[config.mk]
export PLATFORM = sky130hd
export DESIGN_NAME = sprite_blitter
export DESIGN_NICKNAME = d
export VERILOG_FILES = /design/src/rtl/sprite_blitter.sv
export SDC_FILE = /design/constraint.sdc
export NUM_CORES = 1
export LEC_CHECK = 0
export ABC_AREA = 0
export BUFFER_PORTS_ARGS = -buffer_cell sky130_fd_sc_hd__buf_2
export CORE_MARGIN = 8
export CORE_UTILIZATION = 45
export CTS_BUF_LIST = sky130_fd_sc_hd__clkbuf_8 sky130_fd_sc_hd__clkbuf_16
export DETAILED_ROUTE_END_ITERATION = 12
export PLACE_DENSITY = 0.65
export SYNTH_ARGS = -nofsm -noshare
export SYNTH_HDL_FRONTEND = slang
export SYNTH_SLANG_ARGS = --single-unit
[constraint.sdc]
create_clock -name vga_clk -period 4 [get_ports vga_clk]
set_clock_uncertainty 0.05 [all_clocks]
set_input_delay 0.2 -clock vga_clk [delete_from_list [all_inputs] [get_ports vga_clk]]
set_output_delay 0.2 -clock vga_clk [all_outputs]
set_load 0.005 [all_outputs]
[src/rtl/sprite_blitter.sv]
// Pipelined sprite fetch: frame-synchronous position update, integer upscale, ROM fetch, transparency.
// Optional SPRITE_HFLIP_EN enables horizontal mirroring latched with each position request.
module sprite_blitter #(
  parameter int SPRITE_W        = 60,
  parameter int SPRITE_H        = 60,
  parameter int SCALE_LOG2      = 0,
  parameter int ADDR_W          = 12,
  parameter int IDX_W           = 4,
  parameter int TRANSPARENT_IDX = 0
) (
  input  logic              vga_clk,
  input  logic              reset,
  input  logic [9:0]        DrawX,
  input  logic [9:0]        DrawY,
  input  logic              blank,
  input  logic              frame_start,
  input  logic [9:0]        pos_x,
  input  logic [9:0]        pos_y,
  input  logic              pos_valid,
  output logic              pos_ready,
  output logic [ADDR_W-1:0] rom_address,
  input  logic [IDX_W-1:0]  rom_q,
  output logic              sprite_hit,
  output logic [IDX_W-1:0]  sprite_idx,
  input  logic              hflip
);

  localparam logic [10:0]      SPAN_X = 11'(SPRITE_W << SCALE_LOG2);
  localparam logic [10:0]      SPAN_Y = 11'(SPRITE_H << SCALE_LOG2);
  localparam logic [IDX_W-1:0] TRANSP = IDX_W'(TRANSPARENT_IDX);

  logic [9:0]        act_x_q, act_y_q, pend_x_q, pend_y_q;
  logic              pend_full_q;
  logic              s0_valid_q, s1_valid_q, s2_valid_q;
  logic [9:0]        s0_rx_q, s0_ry_q;
  logic [ADDR_W-1:0] rom_address_q;
  logic              sprite_hit_q;
  logic [IDX_W-1:0]  sprite_idx_q;

  logic [10:0]       rx_d, ry_d;
  logic              in_range_d;
  logic [9:0]        tx_d, ty_d;
  logic [ADDR_W-1:0] addr_d;
  logic              hit_d;

`ifdef SPRITE_HFLIP_EN
  logic act_hflip_q, pend_hflip_q, s0_hflip_q;
`else
  logic unused_hflip;
  assign unused_hflip = hflip;
`endif

  // Bit 10 of the 11-bit difference is the borrow: pixel left of / above the sprite.
  always_comb begin
    rx_d       = {1'b0, DrawX} - {1'b0, act_x_q};
    ry_d       = {1'b0, DrawY} - {1'b0, act_y_q};
    in_range_d = ~rx_d[10] & ~ry_d[10] & (rx_d < SPAN_X) & (ry_d < SPAN_Y);
  end

  always_comb begin
    tx_d = s0_rx_q >> SCALE_LOG2;
    ty_d = s0_ry_q >> SCALE_LOG2;
`ifdef SPRITE_HFLIP_EN
    if (s0_hflip_q) tx_d = 10'(SPRITE_W - 1) - (s0_rx_q >> SCALE_LOG2);
`endif
    addr_d = s0_valid_q ? ADDR_W'(int'(ty_d) * SPRITE_W + int'(tx_d)) : '0;
    hit_d  = s2_valid_q & (rom_q != TRANSP);
  end

  always_ff @(posedge vga_clk) begin
    if (reset) begin
      act_x_q       <= '0;
      act_y_q       <= '0;
      pend_x_q      <= '0;
      pend_y_q      <= '0;
      pend_full_q   <= 1'b0;
      s0_valid_q    <= 1'b0;
      s0_rx_q       <= '0;
      s0_ry_q       <= '0;
      s1_valid_q    <= 1'b0;
      s2_valid_q    <= 1'b0;
      rom_address_q <= '0;
      sprite_hit_q  <= 1'b0;
      sprite_idx_q  <= '0;
`ifdef SPRITE_HFLIP_EN
      act_hflip_q   <= 1'b0;
      pend_hflip_q  <= 1'b0;
      s0_hflip_q    <= 1'b0;
`endif
    end else begin
      // Apply and accept are exclusive: acceptance needs an empty pending slot.
      if (frame_start && pend_full_q) begin
        act_x_q     <= pend_x_q;
        act_y_q     <= pend_y_q;
        pend_full_q <= 1'b0;
`ifdef SPRITE_HFLIP_EN
        act_hflip_q <= pend_hflip_q;
`endif
      end else if (pos_valid && !pend_full_q) begin
        pend_x_q     <= pos_x;
        pend_y_q     <= pos_y;
        pend_full_q  <= 1'b1;
`ifdef SPRITE_HFLIP_EN
        pend_hflip_q <= hflip;
`endif
      end

      s0_valid_q    <= in_range_d & blank;
      s0_rx_q       <= rx_d[9:0];
      s0_ry_q       <= ry_d[9:0];
`ifdef SPRITE_HFLIP_EN
      s0_hflip_q    <= act_hflip_q;
`endif
      s1_valid_q    <= s0_valid_q;
      rom_address_q <= addr_d;
      s2_valid_q    <= s1_valid_q;
      sprite_hit_q  <= hit_d;
      sprite_idx_q  <= hit_d ? rom_q : '0;
    end
  end

  assign pos_ready   = ~pend_full_q;
  assign rom_address = rom_address_q;
  assign sprite_hit  = sprite_hit_q;
  assign sprite_idx  = sprite_idx_q;

endmodule

==> flow_metrics.py <==
metrics = {
    "outcome": {
        "status": "completed",
    },
    "cells_and_area": {
        "layout-drive-gt1-share": 0.157,
        "antenna_cells": 0,
        "syn_to_final_growth_pct": 13.4,
        "finalNonFillerCells": 731,
        "nets": 697,
    },
    "synth": {
        "ys_seq_elements": 81,
        "ys.flop_type": "dfxtp_1",
        "avgSynthCellArea_um2": 8.56,
        "syn_area_um2": 4550,
        "synth-edff-count": 0,
        "syn_inst": 532,
        "yosysWarnings": 0,
        "synth_cell_type_count": 55,
        "syn_nets": 635,
        "async_flop_share": 0,
        "ys_seq_area_frac": 0.356,
    },
    "clock_network": {
        "cts.clk_slew.worst_paths_ps": 80,
        "clock_path_buffers": 2,
        "cts.root.buffer_cell": "clkbuf_8",
        "tritoncts": "built",
        "cts_made_buffers": 9,
        "clk_latency_ps": 340,
        "clkSinkCount": 81,
        "htreeDepth": 3,
    },
    "timing": {
        "timing.fmax_ghz": 0.266,
        "drv_slew": 0,
        "timing.final.crit_share": 0.941,
        "finalSetupTns_ps": 0,
        "setup_violations": 0,
        "rsz0062_at_grt": "false",
        "finalHoldViolCount": 0,
        "tightest_slew_ps": 1200,
        "period_minus_slack_ps": 3760,
        "maxSlewHeadroom": 0.201,
    },
    "floorplanning": {
        "die-area_um2": 13600,
        "chipWidth_um": 117,
        "core_area_um2": 9820,
        "placementRows": 36,
        "start_util": 0.464,
        "die_y_um": 117,
        "ios": 68,
    },
    "setup_path": {
        "end_kind": "register",
        "critPathMaxFanout": 4,
        "rr_endpoint": "rom_address[11]",
        "worst-setup-path-type": "reg -> reg",
        "endpoint": "rom_address[11]",
        "reg2reg_slack_ps": 240,
        "required_ps": 4230,
        "setup.worst_path.start_class": "register",
        "r2r.worst_path.cells": 15,
        "arrival_ps": 3990,
        "timing.rr.start": "s0_ry_q[2]",
        "startpoint": "s0_ry_q[2]",
    },
    "placement": {
        "port_buffers": 66,
        "place_inst": 716,
        "gp_congestion": 0.803,
        "place_hpwl_um": 7040,
    },
    "pwr": {
        "total_power_mw": 2.13,
        "ir_worst_vdd_uv": 161,
        "powerDensity_nw_per_um2": 412,
        "p_leak_nw": 2.22,
    },
    "global_route": {
        "grt_pass1_vias": 3582,
        "grt.total_usage": 0.139,
        "grt_start_max_net_pins": 65,
        "antenna_found_initial": 0,
        "grt_pass1_wl_um": 15300,
        "grt_overflow": 0,
    },
    "detailed_routing": {
        "viasPerCell": 4.85,
        "drt_iter0_drc": 124,
        "avgRoutedWirePerCell_um": 12.3,
        "first_pass_iters": 4,
        "drt.antenna.violating_nets": 0,
        "routed_wirelength_um": 8970,
        "drc": 0,
        "vias": 3543,
    },
    "run": {
        "drv_cap": 0,
    },
    "min_path": {
        "hp-class": "in -> reg",
    },
}
flip-flops by register name (all words and copies together) (netlist names):
signal       flops
sprite_idx       4
s2_valid_q       1
s0_valid_q       1
pend_x_q        10
pend_y_q        10
act_y_q         10
sprite_hit       1
act_x_q         10
s0_rx_q         10
rom_address     12
pend_full_q      1
s0_ry_q         10
s1_valid_q       1
cells in the mapped netlist (8+ instances only):
cell,n,area [um^2]
xnor2_1,18,158
clkbuf_1,15,56.3
o21ai_1,8,40.0
inv_1,51,191
nor2_1,36,135
fa_1,16,320
ha_1,37,463
and2_1,10,62.6
a21oi_1,57,285
nand2b_1,8,50.1
dfxtp_1,81,1620
nor2b_1,10,62.6
nand2_1,93,349
how the worst min path moves through the flow:
stage | cells past startpoint | start | endpoint
5_1_grt | 2 | rom_q[2] | sprite_idx[2]
3_3_place_gp | 1 | s0_rx_q[1] | rom_address[1]
6_report | 2 | rom_q[0] | sprite_idx[0]
2_1_floorplan | 1 | rom_q[0] | sprite_idx[0]
4_1_cts | 2 | rom_q[0] | sprite_idx[0]
3_5_place_dp | 1 | s0_rx_q[0] | rom_address[0]
through the flow:
step,worst slack (ps),util,hold slack [ps],cell area (um^2)
2_1_floorplan,427,-,272,4550
3_3_place_gp,226,0.508,358,4990
3_5_place_dp,109,0.508,370,4990
4_1_cts,87.7,0.524,10.8,5150
5_1_grt,1.40,0.526,16.5,5160
6_report,238,0.526,26.3,5160
cell usage in the layout (no fill, tap or decap), types with 3 or more instances in the layout:
cell / instances
nand2b_1: 8
o2111ai_1: 3
inv_1: 52
nand2_1: 93
buf_2: 66
nor2b_1: 10
ha_1: 37
xnor2_1: 18
o21a_1: 6
a21oi_1: 56
and2_1: 10
and3b_1: 3
dfxtp_1: 81
o311a_1: 3
nor2_1: 36
or3_1: 3
o21ai_0: 6
fa_1: 16
o211ai_1: 3
a31oi_1: 5
nor3_1: 6
nand3_1: 5
o21ai_1: 8
clkbuf_8: 9
a21o_1: 6
nand3b_1: 5
xor2_1: 5
logic make-up (layout without fill, tap and decap cells):
kind of cell	after synthesis	count (layout)	synth area share
flops	81	81	0.356
simple gates	192	192	0.202
xor+xnor	24	24	0.0492
mux	2	2	0.00440
fa+ha+maj	53	53	0.172
buf+inv	68	134	0.0583
compound gates	112	112	0.158
where the power goes:
group          switching (mW)  internal (mW)
Clock                   0.288          0.218
Combinational           0.403          0.360
Sequential             0.0191          0.839
critical path, stage by stage, from the launching register on:
cell and delay (ps):
dfxtp_1 390, inv_1 110, fa_1 490, fa_1 510
inv_1 40, ha_1 340, nor2b_1 180, o31ai_2 220
a21boi_1 200, ha_1 290, o21ai_1 110, nand2b_1 70
a21oi_1 200, nor3b_2 80, xnor3_1 340, nor2_1 80
final cells by class:
| cell class | count | area, um^2 |
|---|---|---|
| inverter | 52 | 195 |
| clock inverter | 6 | 37.5 |
| clock buffer | 9 | 124 |
| sequential | 81 | 1620 |
| fill | 987 | 4660 |
| timing repair buffer | 67 | 338 |
| multi-input combinational | 383 | 2680 |
| tap | 133 | 166 |
timing repair:
action | in CTS | in global routing
buffers inserted | 0 | 0
hold buffers | 0 | 0
hold endpoints to repair | 0 | 0
gates resized for setup | 0 | 3
setup endpoints to repair | 0 | 2
per-layer routing:
metal | track usage | part of all wire | vias up | routed length, um
met5 | 0 | 0 | - | 0
met4 | 0.0520 | 0.013 | 0 | 117
met3 | 0.0326 | 0.043 | 10 | 388
met2 | 0.237 | 0.48 | 73 | 4330
met1 | 0.165 | 0.46 | 1564 | 4130
li1 | - | - | 1896 | -
Power figures use the tool's default switching activity.
